## src/rtl/byte_queue_pkg.sv

```systemverilog
// byte_queue_pkg: shared types and default sizes for the byte queue that
// sits behind the serial-to-parallel deserializer.
package byte_queue_pkg;

    // Enqueue handshake states: waiting for a byte, or holding ack until
    // the deserializer withdraws data_ready.
    typedef enum logic {
        Q_IDLE,
        Q_ACK
    } q_state_t;

    localparam int QUEUE_DATA_W = 8;
    localparam int QUEUE_DEPTH  = 8;

endpackage : byte_queue_pkg

```

## src/rtl/byte_queue_mem.sv

```systemverilog
// byte_queue_mem: DEPTH x DATA_W register array with one synchronous write
// port and one combinational read port. Contents are never reset; the
// pointers and count in the parent decide which entries are meaningful.
module byte_queue_mem
    import byte_queue_pkg::*;
#(
    parameter int DATA_W = QUEUE_DATA_W,
    parameter int DEPTH  = QUEUE_DEPTH,
    localparam int ADDR_W = $clog2(DEPTH)
) (
    input  logic              clock,
    input  logic              we,
    input  logic [ADDR_W-1:0] waddr,
    input  logic [DATA_W-1:0] wdata,
    input  logic [ADDR_W-1:0] raddr,
    output logic [DATA_W-1:0] rdata
);

    logic [DATA_W-1:0] mem [DEPTH];

    // Store the incoming byte at the write address when enabled.
    always_ff @(posedge clock) begin
        if (we) begin
            mem[waddr] <= wdata;
        end
    end

    assign rdata = mem[raddr];

endmodule : byte_queue_mem

```

## src/rtl/byte_queue.sv

```systemverilog
// byte_queue: circular FIFO fed by the deserializer over a four-phase
// data_ready/ack handshake and drained one byte per dequeue request.
// Optional macro BYTE_QUEUE_ALMOST_FULL_EN adds almost_full_out, which is
// high whenever occupancy is DEPTH-1 or more.
module byte_queue
    import byte_queue_pkg::*;
#(
    parameter int DATA_W = QUEUE_DATA_W,
    parameter int DEPTH  = QUEUE_DEPTH,
    localparam int LEN_W = $clog2(DEPTH + 1)
) (
    input  logic              clock,
    input  logic              reset,
    input  logic [DATA_W-1:0] data_in,
    input  logic              data_ready_in,
    output logic              ack_out,
    input  logic              dequeue_in,
    output logic [DATA_W-1:0] data_out,
    output logic              data_valid_out,
    output logic [LEN_W-1:0]  len_out,
    output logic              full_out,
`ifdef BYTE_QUEUE_ALMOST_FULL_EN
    output logic              empty_out,
    output logic              almost_full_out
`else
    output logic              empty_out
`endif
);

    localparam int PTR_W = $clog2(DEPTH);
    localparam logic [LEN_W-1:0] LEN_FULL = LEN_W'(DEPTH);
    localparam logic [LEN_W-1:0] LEN_ONE  = LEN_W'(1);
    localparam logic [PTR_W-1:0] PTR_ONE  = PTR_W'(1);

    q_state_t          state;
    q_state_t          next_state;
    logic [PTR_W-1:0]  wr_ptr;
    logic [PTR_W-1:0]  rd_ptr;
    logic [LEN_W-1:0]  len;
    logic              do_write;
    logic              do_read;
    logic [DATA_W-1:0] rdata;

    byte_queue_mem #(
        .DATA_W (DATA_W),
        .DEPTH  (DEPTH)
    ) u_mem (
        .clock (clock),
        .we    (do_write),
        .waddr (wr_ptr),
        .wdata (data_in),
        .raddr (rd_ptr),
        .rdata (rdata)
    );

    // Status flags come straight from the registered count so they always
    // agree with len_out and reflect the pre-edge state for the next edge.
    assign len_out   = len;
    assign full_out  = (len == LEN_FULL);
    assign empty_out = (len == '0);

`ifdef BYTE_QUEUE_ALMOST_FULL_EN
    assign almost_full_out = (len >= LEN_W'(DEPTH - 1));
`endif

    // Ack is high for exactly as long as the FSM sits in Q_ACK, so it rises
    // the cycle after the write and drops with reset asynchronously.
    assign ack_out = (state == Q_ACK);

    // A dequeue only takes effect when something is stored; no bypass.
    assign do_read = dequeue_in && !empty_out;

    // Handshake state register.
    always_ff @(posedge clock or posedge reset) begin
        if (reset) begin
            state <= Q_IDLE;
        end else begin
            state <= next_state;
        end
    end

    // Next-state and write decision: a write happens only on entry to Q_ACK,
    // so one handshake produces exactly one entry; full blocks the write
    // even if a dequeue frees a slot on the same edge.
    always_comb begin
        next_state = state;
        do_write   = 1'b0;
        case (state)
            Q_IDLE: begin
                if (data_ready_in && !full_out) begin
                    do_write   = 1'b1;
                    next_state = Q_ACK;
                end
            end
            Q_ACK: begin
                if (!data_ready_in) begin
                    next_state = Q_IDLE;
                end
            end
            default: begin
                next_state = Q_IDLE;
            end
        endcase
    end

    // Pointers advance independently and wrap naturally since DEPTH is a
    // power of two.
    always_ff @(posedge clock or posedge reset) begin
        if (reset) begin
            wr_ptr <= '0;
            rd_ptr <= '0;
        end else begin
            if (do_write) begin
                wr_ptr <= wr_ptr + PTR_ONE;
            end
            if (do_read) begin
                rd_ptr <= rd_ptr + PTR_ONE;
            end
        end
    end

    // Occupancy count: simultaneous write and read cancel out.
    always_ff @(posedge clock or posedge reset) begin
        if (reset) begin
            len <= '0;
        end else begin
            case ({do_write, do_read})
                2'b10:   len <= len + LEN_ONE;
                2'b01:   len <= len - LEN_ONE;
                default: len <= len;
            endcase
        end
    end

    // Output register: capture the head byte on a successful dequeue and
    // pulse data_valid_out for that single cycle; otherwise hold data_out.
    always_ff @(posedge clock or posedge reset) begin
        if (reset) begin
            data_out       <= '0;
            data_valid_out <= 1'b0;
        end else begin
            data_valid_out <= do_read;
            if (do_read) begin
                data_out <= rdata;
            end
        end
    end

endmodule : byte_queue
```

## config.mk

```make
export PLATFORM = sky130hd
export DESIGN_NAME = byte_queue
export DESIGN_NICKNAME = d
export VERILOG_FILES = /design/src/rtl/byte_queue_pkg.sv /design/src/rtl/byte_queue_mem.sv /design/src/rtl/byte_queue.sv
export SDC_FILE = /design/constraint.sdc
export NUM_CORES = 1
export LEC_CHECK = 0
export BUFFER_PORTS_ARGS = -buffer_cell sky130_fd_sc_hd__buf_2
export CORE_MARGIN = 2
export CORE_UTILIZATION = 50
export CTS_CLUSTER_DIAMETER = 80
export DETAILED_ROUTE_END_ITERATION = 16
export PLACE_DENSITY = 0.68
export SYNTH_ARGS = -nofsm -noshare
export SYNTH_HDL_FRONTEND = slang
export SYNTH_SLANG_ARGS = --single-unit
```

## constraint.sdc

```tcl
create_clock -name clock -period 3.3 [get_ports clock]
set_input_delay 0.165 -clock clock [delete_from_list [all_inputs] [get_ports clock]]
set_output_delay 0.165 -clock clock [all_outputs]
set_load 0.01 [all_outputs]
```

==> impl_metrics.toml, run 1 <==
[detailed_routing]
firstDrtPassIters = 4
drtIter0Drc = 136
route.detailed.drc = 0
wire_per_inst_um = 17.4
ant_nets = 0
routed_wl_um = 5940
vias = 1852
viasPerCell = 5.42

[global_routing]
grt_usage_pct = 16.9
grt_remaining_overflow = 0
first_global_vias = 1726
antenna_found_initial = 0
grt_max_degree = 23
grt_first_pass_wirelength_um = 9030

[clock_tree]
cts_tree = "built"
clkLatencyLatePin_ps = 350
cts_resized = 0
cts-root-buf = "clkbuf_8"
clk_path_buf_depth = 2
clkTransAtPathRegs_ps = 80
ctsHtreeMaxLevel = 3
cts_buffers = 9
clock_sinks = 84

[floorplanning]
rows = 30
die_x_um = 87.3
die_area_um2 = 7630
initial_utilization_pct = 51.4
die_y_um = 87.3
io_pins = 28
core_region_area_um2 = 6760

[run]
cap_violations = 0

[yosys]
synthMuxAreaShare_pct = 10.4
syn-num-nets = 236
ys_seq_area_share_pct = 69.7
ys_types = 36
synth.avg_cell_area_um2 = 15.9
yosys.area_share.simple_pct = 6.23
synth_fa_ha_area_share_pct = 2.38
synth_top_family_by_area = "multiplexers"
syn_inst = 218
synth-compound-area-share_pct = 6.66
synth_xor_area_share_pct = 1.51
yosysWarnings = 0
syn_area_um2 = 3470
ys_ff_latch = 84

[finish]
layout-drive-gt1-share_pct = 27.1
areaGrowthSynthToFinish_pct = 12.4
nets = 275
stdcell_count = 342
antenna_cells = 0

[sta]
rsz0062_at_grt = "no"
finalCritPeriodShare_pct = 80.8
fin_crit_ps = 2670
hold_violations = 0
setup_viol_count_final = 0
relSlewSlack_pct = 30.6
tns_ps = 0
fmax_mhz = 375
drv_slew = 0
tightestPinTransition_ps = 1040
finClkSkew_ps = 12.6

[placed_design]
hpwlAfterDp_um = 3990
gp_congestion = 0.719
portBuffers = 27
placedCellCount = 325

[worst_setup_path]
crit_type = "reg2reg"
cp-start-kind = "flip-flop"
end_kind = "flip-flop"
worstPathArrival_ps = 2910
r2r_slack_ps = 630
cp_max_fo = 7
critPathRequiredTime_ps = 3540

[power_and_ir_drop]
power_density_nw_per_um2 = 834
ir_worst_vdd_uv = 312
p_total_w = 0.00326
p_leak_nw = 1.48

[outcome]
status = "finished, final reports clean"

[min_path]
hold_class = "in2reg"
[power by group]
| part | switching [W] | leakage (nW) | internal (W) |
|---|---|---|---|
| Combinational | 0.000511 | 0.577 | 0.000486 |
| Sequential | 0.000210 | 0.816 | 0.00132 |
| Clock | 0.000369 | 0.0895 | 0.000355 |
| Total | 0.00109 | 1.48 | 0.00217 |
[flip-flops by register name, summed over array words and instances, names as in the netlist]
signal / flops
ack_out: 1
data_out: 8
data_valid_out: 1
len_out: 4
rd_ptr: 3
u_mem.mem: 64
wr_ptr: 3
[layout by cell type (no fill, tap or decap), types with 2 or more instances in the layout]
cell        instances
nor3_1              3
mux2i_1            17
ha_1                5
buf_2              27
xor2_1              2
edfxtp_1           64
xnor2_1             4
clkbuf_8            9
nand2b_1            4
nand3_1             2
nand2_1            19
inv_1               6
o22ai_1             8
clkinvlp_4          3
o21ai_1             8
mux2_2             16
dfrtp_1            20
inv_6               2
a221o_1             8
nor2_1              8
buf_4               9
[per-stage QoR]
stage	hold WS, ps	instance area [µm²]	setup slack [ps]	util [%]
2_1_floorplan	129	3470	743	-
3_3_place_gp	347	3700	804	54.7
3_5_place_dp	351	3700	663	54.7
4_1_cts	59.9	3900	651	57.8
5_1_grt	71.8	3900	417	57.8
6_report	67.8	3900	633	57.8
[path summary, 6_finish.rpt]
path                            cells after the start        endpoint   startpoint
worst max-delay path                                9      len_out[3]   len_out[3]
worst min-delay path                                3  data_valid_out   dequeue_in
worst max register to register                      9      len_out[3]   len_out[3]
worst min register to register                      2     data_out[7]  data_out[7]
max in group asynchronous                           3       wr_ptr[1]        reset
min in group asynchronous                           3     data_out[5]        reset
[Yosys cell counts]
cell | instances | area share, %
edfxtp_1 | 64 | 55
dfrtp_1 | 20 | 14
nand2_1 | 19 | 2.1
mux2i_1 | 17 | 4.9
mux2_2 | 16 | 5.2
a221o_1 | 8 | 2.3
nor2_1 | 8 | 0.86
o21ai_1 | 8 | 1.2
o22ai_1 | 8 | 1.4
inv_1 | 6 | 0.65
ha_1 | 5 | 1.8
nand2b_1 | 4 | 0.72
xnor2_1 | 4 | 1.0
buf_6 | 3 | 0.97
nor3_1 | 3 | 0.43
buf_4 | 2 | 0.43
clkbuf_1 | 2 | 0.22
nand3_1 | 2 | 0.29
xor2_1 | 2 | 0.50
a2111oi_0 | 1 | 0.25
a21boi_0 | 1 | 0.22
a21o_1 | 1 | 0.22
a21oi_1 | 1 | 0.14
buf_1 | 1 | 0.11
buf_12 | 1 | 0.58
fa_1 | 1 | 0.58
inv_2 | 1 | 0.11
mux2_1 | 1 | 0.32
nand4b_1 | 1 | 0.25
nor2b_1 | 1 | 0.18
nor3b_2 | 1 | 0.36
nor4_1 | 1 | 0.18
nor4b_4 | 1 | 0.68
o21ai_0 | 1 | 0.14
o41ai_4 | 1 | 0.79
or4_1 | 1 | 0.22
[logic make-up after synthesis]
family / Yosys count
fa+ha+maj: 6
mux: 34
simple gates: 42
flops: 84
xor+xnor: 6
buf+inv: 16
compound gates: 30
[layout make-up]
| class | instances | area (µm²) |
|---|---|---|
| Sequential cell | 84 | 2420 |
| Multi-Input combinational cell | 118 | 945 |
| Clock inverter | 6 | 70.1 |
| Tap cell | 80 | 100 |
| Timing Repair Buffer | 37 | 213 |
| Fill cell | 544 | 2850 |
| Inverter | 7 | 26.3 |
| Clock buffer | 10 | 128 |
[worst max-delay path: stages (launching register included)]
cell       delay (ps)
dfrtp_1           490
nor4b_4           190
nor3b_2           380
inv_1              90
ha_1              270
ha_1              290
a21o_1            210
a2111oi_0         410
nand4b_1          160
nand3_1            60
[metal layers]
metal | vias up | track usage (%) | wire, µm
met5 | - | 0 | 0
met4 | 0 | 9.23 | 117
met3 | 9 | 3.89 | 235
met2 | 44 | 26.7 | 3010
met1 | 901 | 21.4 | 2570
li1 | 898 | - | -
[what timing repair did]
action / CTS / global route
buffers inserted: 0 / 0
hold buffers: 1 / 0
endpoints found under the hold margin: 20 / 0
(Power assumes the default switching activity.)
==> run 2, diff against run 1 <==
PLACE_DENSITY = 0.71   (was 0.68)
clock period = 2.3 ns   (was 3.3 ns; I/O delays follow)
==> run 2 against run 1 <==
Effect of this change: non-clock buffer count grew 10; global-route usage grew 0.90 points; flip-flop and latch count is the same; final cell count grew 2.9%; register-to-register slack lost 590 ps; clock skew shrank 7.4 ps; sequential power grew 39%; core utilization grew 2.5 points; clock power grew 74%; combinational power grew 64%; sequential share of layout area shrank 2.5 points; hold slack lost 55 ps; critical path type unchanged.
==> impl_metrics.toml, run 2 (synthesis gave the netlist of run 1 again) <==
[clock_tree]
ctsHtreeMaxLevel = 3
cts_tree = "built"
clkLatencyLatePin_ps = 350
clk_path_buf_depth = 2
clkTransAtPathRegs_ps = 80
clock_sinks = 84
cts-root-buf = "clkbuf_8"
cts_buffers = 9

[power_and_ir_drop]
power_density_nw_per_um2 = 1230
p_total_w = 0.00502
switching_share_pct = 32.0
clkPwrFrac_pct = 25.1
p_sw_w = 0.00161
p_leak_nw = 1.57
internal_power_w = 0.00341
p_seq_share_pct = 42.2
ir_worst_vdd_uv = 794
comb_power_share_pct = 32.7

[finish]
layout_commonest_cell = "edfxtp_1"
largest_reg_flops = 64
fillers = 540
finalInstanceArea_um2 = 4080
areaGrowthSynthToFinish_pct = 17.3
top_register = "u_mem.mem"
layout-drive-gt1-share_pct = 32.4
antenna_cells = 0
final_cell_mix = "edfxtp_1, buf_2, nand2_1"
nets = 285

[global_routing]
grt_max_degree = 35
antenna_found_initial = 0
first_global_vias = 1871
grt_first_pass_wirelength_um = 9560
grt_remaining_overflow = 0
grt_usage_pct = 17.8

[placed_design]
post_dp_cell_area_um2 = 3800
gp_congestion = 0.764
hpwlAfterDp_um = 4100
portBuffers = 27

[sta]
rsz0062_at_grt = "yes"
drv_slew = 0
hold_violations = 0
relSlewSlack_pct = 49.2
fmax_mhz = 443
finalCritPeriodShare_pct = 98.1
tightestPinTransition_ps = 761
setup_viol_count_final = 0
fin_crit_ps = 2260
finClkSkew_ps = 5.25

[floorplanning]
die_area_um2 = 7630
initial_utilization_pct = 51.4
die_x_um = 87.3
die_y_um = 87.3
io_pins = 28
rows = 30
core_region_area_um2 = 6760

[detailed_routing]
routed_wl_um = 6100
viasPerCell = 5.49
ant_nets = 0
wire_per_inst_um = 17.3
vias = 1931
route.detailed.drc = 0
drtIter0Drc = 111
firstDrtPassIters = 4

[worst_setup_path]
critPathRequiredTime_ps = 2590
cp-start-kind = "flip-flop"
cp_slowest_cell = "dfrtp_2"
crit_chain = "o41ai_4 > inv_2 > ha_4 > ha_4 > a21o_1 > a21oi_1 > or4_1 > nand3_1"
path_common_cell = "ha_4"
crit_type = "reg2reg"
cp_top_family = "compound AO/OA/AOI/OAI gates"
worstPathArrival_ps = 2540
max_stage_delay_ps = 490
critPathBufInv = 1
r2r_slack_ps = 40
end_kind = "flip-flop"
cp_max_fo = 6

[run]
cap_violations = 0

[outcome]
status = "finished, final reports clean"

[min_path]
hold_class = "in2reg"
-- run 2: cell types whose count changed in the layout (fill, tap and decap cells not counted), moves of 2 or more --
cell,change
buf_4,+9
ha_1,-2
dfrtp_1,-3
ha_4,+2
bufinv_16,+2
dfrtp_2,+3
-- run 2: power groups by stage --
stage               clock network, W  logic [W]  registers, W
global placement                   0    0.00158       0.00214
finish                       0.00126    0.00164       0.00212
detailed placement                 0    0.00162       0.00216
CTS                          0.00128    0.00162       0.00212
global route                 0.00135    0.00180       0.00215
floorplan                          0    0.00115       0.00217
-- run 2: path summary, 6_finish.rpt --
check / startpoint / to / cells past startpoint
worst max-delay path: len_out[1] / len_out[3] / 8
worst min-delay path: data_ready_in / ack_out / 2
worst max register to register: len_out[1] / len_out[3] / 8
worst min register to register: data_out[7] / data_out[7] / 2
max in group asynchronous: reset / len_out[3] / 3
min in group asynchronous: reset / data_out[5] / 3
-- run 2: metrics by stage --
step	TNS [ps]	instances	worst slack, ps	utilization [%]	hold WS [ps]
CTS	0	350	2.82	60.0	3.87
global route	-82.8	352	-82.8	60.3	15.8
floorplan	-54.5	218	-54.5	-	78.7
detailed placement	0	333	20.2	56.2	287
finish	0	352	44.6	60.3	12.5
global placement	0	333	136	56.2	279
-- run 2: area by class of cell --
class	instances	area, µm²	area share (%)
sequential	84	2430	59.5
tap	80	100	2.46
multi-input combinational	118	976	23.9
clock buffer	9	124	3.04
timing repair buffer	47	300	7.37
inverter	7	26.3	0.645
clock inverter	7	123	3.01
-- run 2: what timing repair did --
action,CTS,global route
pin swaps,0,1
hold buffers,1,0
hold endpoints to repair,20,0
setup endpoints to repair,1,1
setup buffers,0,2
resized for setup,1,2
-- run 2: layer usage --
metal  vias up  GRT usage, %  wire [µm]
met4         0          9.79        165
met3        11          4.27        243
met5         -             0          0
li1        922             -          -
met2        44          27.0       2930
met1       954          23.5       2760
